<file path="config.mk">
export PLATFORM = sky130hd
export DESIGN_NAME = nts_engine_scheduler
export DESIGN_NICKNAME = d
export VERILOG_FILES = /design/src/rtl/nts_engine_scheduler_pkg.sv /design/src/rtl/nts_rr_picker.sv /design/src/rtl/nts_engine_scheduler.sv
export SDC_FILE = /design/constraint.sdc
export NUM_CORES = 1
export LEC_CHECK = 0
export ABC_AREA = 1
export CORE_UTILIZATION = 40
export DETAILED_ROUTE_END_ITERATION = 8
export PLACE_DENSITY_LB_ADDON = 0.15
export SYNTH_ARGS = -nofsm -noshare
export SYNTH_HDL_FRONTEND = slang
export SYNTH_SLANG_ARGS = --single-unit
</file>
<file path="constraint.sdc">
create_clock -name i_clk -period 1.9 [get_ports i_clk]
set_input_delay 0.38 -clock i_clk [delete_from_list [all_inputs] [get_ports i_clk]]
set_output_delay 0.38 -clock i_clk [all_outputs]
set_load 0.05 [all_outputs]
</file>
<file path="src/rtl/nts_engine_scheduler_pkg.sv">
// Shared definitions for the NTS engine scheduler: FSM state encoding and counter widths.
// Latency: n/a (types and constants only).
// Backpressure: n/a.
package nts_engine_scheduler_pkg;

  typedef enum logic [2:0] {
    ST_IDLE    = 3'd0,
    ST_GRANT   = 3'd1,
    ST_ACTIVE  = 3'd2,
    ST_RELEASE = 3'd3,
    ST_HOLDOFF = 3'd4
  } state_t;

  localparam int PKT_CNT_W = 32;  // completed-packet counter, wraps
  localparam int TMO_CNT_W = 16;  // timeout/abort counter, wraps
  localparam int TIMER_W   = 16;  // grant-to-busy watchdog, covers TIMEOUT up to 65535

endpackage

</file>
<file path="src/rtl/nts_rr_picker.sv">
// Round-robin first-free search: returns the first set bit of free at or above ptr, wrapping.
// Latency: purely combinational.
// Backpressure: none; found=0 when no engine is free.
// Ports: free (per-engine free mask), ptr (search start), found (any free), idx (chosen engine).
module nts_rr_picker
  import nts_engine_scheduler_pkg::*;
#(
  parameter int NUM_ENGINES  = 4,
  parameter int ENGINE_IDX_W = 2
) (
  input  logic [NUM_ENGINES-1:0]  free,
  input  logic [ENGINE_IDX_W-1:0] ptr,
  output logic                    found,
  output logic [ENGINE_IDX_W-1:0] idx
);

  localparam logic [ENGINE_IDX_W:0] NUM_V = (ENGINE_IDX_W+1)'(NUM_ENGINES);

  logic [ENGINE_IDX_W:0]   sum;
  logic [ENGINE_IDX_W-1:0] cand;

  // Scan offsets from the far end down so the nearest free engine is written last and wins.
  always_comb begin
    found = 1'b0;
    idx   = '0;
    sum   = '0;
    cand  = '0;
    for (int i = NUM_ENGINES - 1; i >= 0; i--) begin
      sum = {1'b0, ptr} + (ENGINE_IDX_W+1)'(i);
      if (sum >= NUM_V) begin
        sum = sum - NUM_V;
      end
      cand = sum[ENGINE_IDX_W-1:0];
      if (free[cand]) begin
        found = 1'b1;
        idx   = cand;
      end
    end
  end

endmodule

</file>
<file path="src/rtl/nts_engine_scheduler.sv">
// Shares one dispatcher RX FIFO between NUM_ENGINES engines, granting round-robin to a free engine.
// Latency: grant visible 1 cycle after a packet is offered; data/valid broadcast and rd_en routing are combinational.
// Backpressure: holds in IDLE while all engines are busy; packet released by a one-cycle discard pulse.
// Ports: i_dispatch_* from dispatcher, o_dispatch_* back to it; i_engine_*/o_engine_* per-engine
//        handshake (one-hot to the granted engine); o_grant_idx, o_packets_dispatched, o_timeouts status.
module nts_engine_scheduler
  import nts_engine_scheduler_pkg::*;
#(
  parameter int NUM_ENGINES  = 4,
  parameter int ENGINE_IDX_W = 2,
  parameter int TIMEOUT      = 255
) (
  input  logic                    i_clk,
  input  logic                    i_areset_n,
  input  logic                    i_dispatch_packet_available,
  input  logic                    i_dispatch_fifo_empty,
  input  logic [7:0]              i_dispatch_data_valid,
  input  logic [63:0]             i_dispatch_fifo_rd_data,
  output logic                    o_dispatch_fifo_rd_en,
  output logic                    o_dispatch_packet_read_discard,
  input  logic [NUM_ENGINES-1:0]  i_engine_busy,
  input  logic [NUM_ENGINES-1:0]  i_engine_fifo_rd_en,
  output logic [NUM_ENGINES-1:0]  o_engine_packet_available,
  output logic [NUM_ENGINES-1:0]  o_engine_fifo_empty,
  output logic [7:0]              o_engine_data_valid,
  output logic [63:0]             o_engine_fifo_rd_data,
  output logic [ENGINE_IDX_W-1:0] o_grant_idx,
  output logic [PKT_CNT_W-1:0]    o_packets_dispatched,
  output logic [TMO_CNT_W-1:0]    o_timeouts
);

  localparam logic [TIMER_W-1:0]      TIMEOUT_V = TIMER_W'(TIMEOUT);
  localparam logic [ENGINE_IDX_W-1:0] LAST_IDX  = ENGINE_IDX_W'(NUM_ENGINES - 1);

  state_t                  state, state_next;
  logic [ENGINE_IDX_W-1:0] grant, rr_ptr, pick_idx, grant_inc;
  logic [NUM_ENGINES-1:0]  free_mask;
  logic                    pick_found;
  logic [TIMER_W-1:0]      timer;
  logic                    err, release_err, discard;
  logic [PKT_CNT_W-1:0]    pkt_cnt;
  logic [TMO_CNT_W-1:0]    tmo_cnt;
  logic                    routed;

  assign free_mask = ~i_engine_busy;
  assign grant_inc = (grant == LAST_IDX) ? '0 : grant + ENGINE_IDX_W'(1);

  nts_rr_picker #(
    .NUM_ENGINES  (NUM_ENGINES),
    .ENGINE_IDX_W (ENGINE_IDX_W)
  ) u_picker (
    .free  (free_mask),
    .ptr   (rr_ptr),
    .found (pick_found),
    .idx   (pick_idx)
  );

  // Zero-latency broadcast; only the granted engine is told a packet exists.
  assign o_engine_data_valid            = i_dispatch_data_valid;
  assign o_engine_fifo_rd_data          = i_dispatch_fifo_rd_data;
  assign o_grant_idx                    = grant;
  assign o_packets_dispatched           = pkt_cnt;
  assign o_timeouts                     = tmo_cnt;
  assign o_dispatch_packet_read_discard = discard;

  always_comb begin
    state_next                = state;
    release_err               = 1'b0;
    routed                    = (state == ST_GRANT) || (state == ST_ACTIVE);
    o_dispatch_fifo_rd_en     = 1'b0;
    o_engine_packet_available = '0;
    o_engine_fifo_empty       = '1;

    if (routed) begin
      o_dispatch_fifo_rd_en            = i_engine_fifo_rd_en[grant];
      o_engine_packet_available[grant] = i_dispatch_packet_available;
      o_engine_fifo_empty[grant]       = i_dispatch_fifo_empty;
    end

    case (state)
      ST_IDLE: begin
        if (i_dispatch_packet_available && !i_dispatch_fifo_empty && pick_found) begin
          state_next = ST_GRANT;
        end
      end
      ST_GRANT: begin
        // Busy takes priority over an expiring watchdog.
        if (i_engine_busy[grant]) begin
          state_next = ST_ACTIVE;
        end else if (timer == TIMEOUT_V) begin
          state_next  = ST_RELEASE;
          release_err = 1'b1;
        end
      end
      ST_ACTIVE: begin
        // A drained FIFO counts as a normal finish even if busy drops in the same cycle.
        if (i_dispatch_fifo_empty) begin
          state_next = ST_RELEASE;
        end else if (!i_engine_busy[grant]) begin
          state_next  = ST_RELEASE;
          release_err = 1'b1;
        end
      end
      ST_RELEASE: state_next = ST_HOLDOFF;
      ST_HOLDOFF: state_next = ST_IDLE;
      default:    state_next = ST_IDLE;
    endcase
  end

  always_ff @(posedge i_clk or negedge i_areset_n) begin
    if (!i_areset_n) begin
      state   <= ST_IDLE;
      grant   <= '0;
      rr_ptr  <= '0;
      timer   <= '0;
      err     <= 1'b0;
      discard <= 1'b0;
      pkt_cnt <= '0;
      tmo_cnt <= '0;
    end else begin
      state   <= state_next;
      discard <= (state_next == ST_RELEASE);

      if (state == ST_IDLE && state_next == ST_GRANT) begin
        grant <= pick_idx;
        timer <= '0;
      end else if (state == ST_GRANT && state_next == ST_GRANT) begin
        timer <= timer + TIMER_W'(1);
      end

      if (state != ST_RELEASE && state_next == ST_RELEASE) begin
        err <= release_err;
      end

      if (state == ST_RELEASE) begin
        rr_ptr <= grant_inc;
        if (err) begin
          tmo_cnt <= tmo_cnt + TMO_CNT_W'(1);
        end else begin
          pkt_cnt <= pkt_cnt + PKT_CNT_W'(1);
        end
      end
    end
  end

endmodule

</file>
======== Word-level counts from Yosys, hierarchy flattened ========
Cells that the tools add are included.
storage, ports and cells
  flip-flop bits (word level) ............. 73
  input bits .............................. 84
  output and inout bits ................... 132
  logic and storage cells ................. 97
cells by class
  add/subtract/negate cells ............... 11
  order comparisons ....................... 10
  equality and inequality tests ........... 8
  multiplexer cells ....................... 43
  bitwise logic cells ..................... 5
  reductions and logical operators ........ 12
operators with widths
  kind                                                                count
  adder 16 x 1 -> 16 bit (second input constant)                      2
  adder 32 x 1 -> 32 bit (second input constant)                      1
  2-to-1 mux 16 bit                                                   2
  2-to-1 mux 2 bit                                                    9
  equality test 16 x 8 -> 1 bit (second input constant)               1
  2-to-1 mux 1 bit                                                    16
  less-than comparator 2 x 3 -> 1 bit (second input constant)         5
  2-to-1 mux 3 bit                                                    5
  binary-select mux 1 bit (select 2 bit)                              6
  one-hot mux 3 bit (4 select lines)                                  1
  equality test 3 x 2 -> 1 bit (second input constant)                3
  greater-or-equal comparator 3 bit (second input constant)           3
  2-to-1 mux 4 bit                                                    2
  inverter 4 bit                                                      2
  subtractor 2 x 1 -> 2 bit (second input constant)                   4
  adder 2 x 2 -> 3 bit (second input constant)                        2
  equality test 3 x 1 -> 1 bit (second input constant)                2
  logical AND 1 bit                                                   6
  AND 4 bit                                                           1
  bitwise OR 4 bit                                                    1
  AND reduction 2 bit                                                 2
  adder 2 x 1 -> 3 bit (second input constant)                        1
  greater-or-equal comparator 2 x 3 -> 1 bit (second input constant)  1
  zero test 3 bit                                                     1
  10 further kinds                                                    10

======== Logic depth before layout (Yosys ltp) ========
Gate-level depths: netlist (run 1).
  depth in word-level cells ............... 16
  gate-level depth with buffers ........... 13

======== Hierarchy ========
A second synthesis (run 1) with hierarchy kept.
unflattened totals
  cells, all modules ...................... 760
  area total of the unflattened synthesis .. 5325.1 sq um
modules (own cells, without submodules)
  module                times used  cells an instance  area an instance (sq um)
  nts_engine_scheduler  1           714                5112.4
  nts_rr_picker         1           46                 212.7

======== Worst setup path before layout (run 1) ========
OpenSTA, ideal clock, no wires.
  kind .................................... register to output
  from .................................... register grant[0] (netlist: o_grant_idx[0])
  to ...................................... output port o_engine_packet_available[3]
  arrival ................................. 2.136 ns
  required time ........................... 1.520 ns
  path slack .............................. -0.616 ns
  stages on the path, launching flop included .. 4
  buffers on the path ..................... 0
  path through ............................ dfrtp_1 > ha_1 > inv_1 > nor3_1
on the way
  cells in the longest elaborated chain, start to end .. 6
ends and longest elaborated chain
  what                                                                                                                     line                         source
  start: declaration                                                                                                       nts_engine_scheduler.sv:36   logic [ENGINE_IDX_W-1:0] grant, rr_ptr, pick_idx, grant_inc;
  start signal: assignment                                                                                                 nts_engine_scheduler.sv:125  grant <= pick_idx;
  less-than comparator 2 x 3 -> 1 bit (implied by the code) or greater-or-equal comparator 2 x 1 -> 1 bit (tied branches)  nts_engine_scheduler.sv:76   o_engine_packet_available[grant] = i_dispatch_packet_available;
  logical AND 1 bit (implied by the code)                                                                                  nts_engine_scheduler.sv:76
  2-to-1 mux 1 bit (implied by the code)                                                                                   nts_engine_scheduler.sv:76
  demux 1 bit (select 2 bit) *                                                                                             nts_engine_scheduler.sv:76
  AND 4 bit (no line) *                                                                                                    --
  2-to-1 mux 4 bit *                                                                                                       nts_engine_scheduler.sv:74   if (routed) begin
  end: declaration                                                                                                         nts_engine_scheduler.sv:23   output logic [NUM_ENGINES-1:0] o_engine_packet_available,
Mark *: on every way between the ends. The rest lies on a longest branch, timed or not.

======== Worst setup path in the final report (run 1) ========
  from .................................... register state[2]
  to ...................................... output port o_dispatch_fifo_rd_en
on the way
  cells in the longest elaborated chain, start to end .. 3
ends and longest elaborated chain
  what                                                                          line                         source
  start: declaration                                                            nts_engine_scheduler.sv:35   state_t state, state_next;
  start signal: assignment                                                      nts_engine_scheduler.sv:121  state <= state_next;
  equality test 3 x 1 -> 1 bit or equality test 3 x 2 -> 1 bit (tied branches)  nts_engine_scheduler.sv:69   routed = (state == ST_GRANT) || (state == ST_ACTIVE);
  logical OR 1 bit *                                                            nts_engine_scheduler.sv:69
  2-to-1 mux 1 bit *                                                            nts_engine_scheduler.sv:74
  end: declaration                                                              nts_engine_scheduler.sv:19   output logic o_dispatch_fifo_rd_en,
Marked as above.

==> results_dict.tcl, run 1 <==
set metrics [dict create \
    yosysWarningCount 0 \
    max_freq_mhz 521 \
    track_usage 0.177 \
    drc 0 \
    hold_viol 0 \
    violations "setup timing" \
    start_kind "flip-flop" \
    rsz0062_at_grt "true" \
    die_h_um 114 \
    grt_max_degree 30 \
    fin_skew_ns 0.00715 \
    grt_overflow 0 \
    avgSynthCellArea_sq_um 7.66 \
    drive_gt1_frac 0.232 \
    critPathRequiredTime_ns 1.52 \
    coreArea_sq_um 12100 \
    fin_crit_sh 1.01 \
    timing.slew.headroom 0.527 \
    synth-seq-area-share 0.365 \
    status "complete, but fails checks" \
    dp_slack_ns -0.112 \
    ir_drop_mv 0.736 \
    netlist_area_sq_um 5000 \
    portBuffers 71 \
    setup_viol 2 \
    grt_first_pass_wirelength_um 18100 \
    cp_max_fo 5 \
    diodes 0 \
    ctsRootBufferMaster "clkbuf_16" \
    drt_iter0_drc 204 \
    num_vias 3986 \
    reg2reg_slack_ns 0.12 \
    drt-total-wl_um 10600 \
    topRoutingLayerUsed "met4" \
    clock-sinks 73 \
    cts.path.max_buffers 2 \
    synth_cells 653 \
    cts_buffers 9 \
    layout_setup_ws_ns -0.0190 \
    p_leak_uw 0.00296 \
    die_x_um 114 \
    wl_met3_um 466 \
    num_rows 40 \
    synth_cell_types 33 \
    gp_congestion 0.865 \
    via_per_inst 4.64 \
    power_frac_clock 0.263 \
    seqPwrFrac 0.294 \
    boundaryPins 216 \
    clkTransAtPathRegs_ns 0.06 \
    fin_crit_ns 1.92 \
    worst_pin_slew_ns 0.704 \
    start_util 0.413 \
    drv_cap 0 \
    grt_pass1_vias 3850 \
    p_switching_uw 2770 \
    end_kind "output pin" \
    slew_viol_final 0 \
    htreeDepth 3 \
    dr_wl_met2_um 5030 \
    antenna_found_initial 0 \
    synth.net_count 744 \
    dieArea_sq_um 13000 \
    routedWlPerCell_um 12.4 \
    ys_ff_latch 73 \
    setup_tns_ns -0.0370 \
    path_class "flip-flop to output pin" \
    nNetsFinal 777 \
    clkLatencyLatePin_ns 0.34 \
    place_hpwl_um 7900 \
    wl_met1_um 4870 \
    whs_ns 0.498 \
    area_growth_pct 19.1 \
    ant_nets 0 \
    dr.pass1.iters 4 \
    powerDensity_nw_per_um2 1150 \
    swShare 0.406 \
    pwr-share-comb 0.444 \
    hold_path.class "input port to asynchronous set/reset pin" \
    worstPathArrival_ns 1.54 \
    cts_tree "built" \
    internal_power_uw 4050 \
]
## per-stage QoR
stage | instance area [sq um] | total power [uW] | cells | util
after floorplan | 5030 | 4300 | 653 | -
after global placement | 5490 | 4700 | 834 | 0.453
after detailed placement | 5490 | 4720 | 834 | 0.453
after CTS | 5910 | 6790 | 857 | 0.488
after global routing | 5960 | 7250 | 859 | 0.492
final | 5960 | 6820 | 859 | 0.492
## critical path, cell delays in order, from the launching register on
cell and delay (ns):
dfrtp_2 0.46, nor3_4 0.24, nor2_4 0.07, buf_12 0.14, a21oi_4 0.13, buf_12 0.15
## power groups by stage
stage                     combinational (uW)  clock [uW]  sequential [uW]
after CTS                               2930        1850             2010
after global routing                    3300        1910             2040
after global placement                  2660           0             2030
final                                   3030        1790             2000
after floorplan                         2010           0             2290
after detailed placement                2690           0             2040
## Yosys cell counts (all sizes together)
cell | number | area, sq um
and3 | 2 | 12.5
nand3 | 28 | 165
o21ai | 35 | 190
nand2 | 187 | 739
xnor2 | 17 | 149
inv | 69 | 262
xor2 | 43 | 377
nor3b | 1 | 7.51
nand4 | 9 | 62.6
nor4 | 1 | 6.26
nor3 | 18 | 106
ha | 7 | 87.6
a21oi | 9 | 45.0
dfrtp | 73 | 1830
nand3b | 2 | 15.0
buf | 79 | 607
nor2 | 72 | 339
o22ai | 1 | 6.26
## final timing paths
path	depth (start not counted)	start	to
max	5	state[2]	o_dispatch_fifo_rd_en
max in group asynchronous	3	i_areset_n	o_packets_dispatched[25]
min reg2reg	1	o_timeouts[12]	o_timeouts[12]
min	2	i_areset_n	o_timeouts[10]
min in group i_clk	1	o_timeouts[12]	o_timeouts[12]
max reg2reg	10	state[1]	o_packets_dispatched[22]
## cells by family (layout without fill, tap and decap cells)
| kind of cell | Yosys count | after routing | share of synthesized area |
|---|---|---|---|
| compound gates | 45 | 45 | 0.0483 |
| xor+xnor | 60 | 60 | 0.105 |
| fa+ha+maj | 7 | 7 | 0.0175 |
| buf+inv | 148 | 186 | 0.174 |
| flops | 73 | 73 | 0.365 |
| simple gates | 320 | 320 | 0.291 |
## layout by cell type, fill, tap and decap left out, drive strengths merged, types with 2 or more instances in the layout
master / synthesis / routed
nand2: 187 / 187
buf: 79 / 89
dfrtp: 73 / 73
nor2: 72 / 72
inv: 69 / 69
xor2: 43 / 43
o21ai: 35 / 35
nand3: 28 / 28
nor3: 18 / 18
xnor2: 17 / 17
clkbuf: 0 / 13
clkdlybuf4s50: 0 / 10
a21oi: 9 / 9
nand4: 9 / 9
ha: 7 / 7
and3: 2 / 2
nand3b: 2 / 2
bufinv: 0 / 2
## area by class of cell
| cell class | instances | area, sq um |
|---|---|---|
| Clock buffer | 13 | 240 |
| Clock inverter | 3 | 65.1 |
| Fill cell | 1247 | 6150 |
| Inverter | 69 | 262 |
| Multi-Input combinational cell | 432 | 2400 |
| Sequential cell | 73 | 1840 |
| Tap cell | 168 | 210 |
| Timing Repair Buffer | 101 | 938 |
## registers in the layout, summed over array words and instances, names as in the netlist
| register | count |
|---|---|
| err | 1 |
| o_dispatch_packet_read_discard | 1 |
| o_grant_idx | 2 |
| o_packets_dispatched | 32 |
| o_timeouts | 16 |
| rr_ptr | 2 |
| state | 3 |
| timer | 16 |
## layer usage
metal	track usage	vias to the layer above
met5	0	-
met4	0.0753	0
met3	0.0420	37
met2	0.286	101
met1	0.226	1822
li1	-	2026
## timing repair
item                                    4_1_cts  5_1_grt
setup buffers                                 6        2
pin swaps                                     2        0
hold buffers                                  1        0
endpoints found under the setup margin       10       28
hold endpoints to repair                     25        0
cloned                                        0        0
resized for setup                            18        8
Note: power is estimated with default switching activity, not from simulation.
==> run 2: changes to the inputs <==
--- a/config.mk
+++ b/config.mk
@@ -6,6 +6,7 @@
 export NUM_CORES = 1
 export LEC_CHECK = 0
 export ABC_AREA = 1
+export ABC_CLOCK_PERIOD_IN_PS = 1900
 export CORE_UTILIZATION = 40
 export DETAILED_ROUTE_END_ITERATION = 8
 export PLACE_DENSITY_LB_ADDON = 0.15
==> results of run 2 <==
The final DEF is identical to that of run 1; final timing and power are the same.
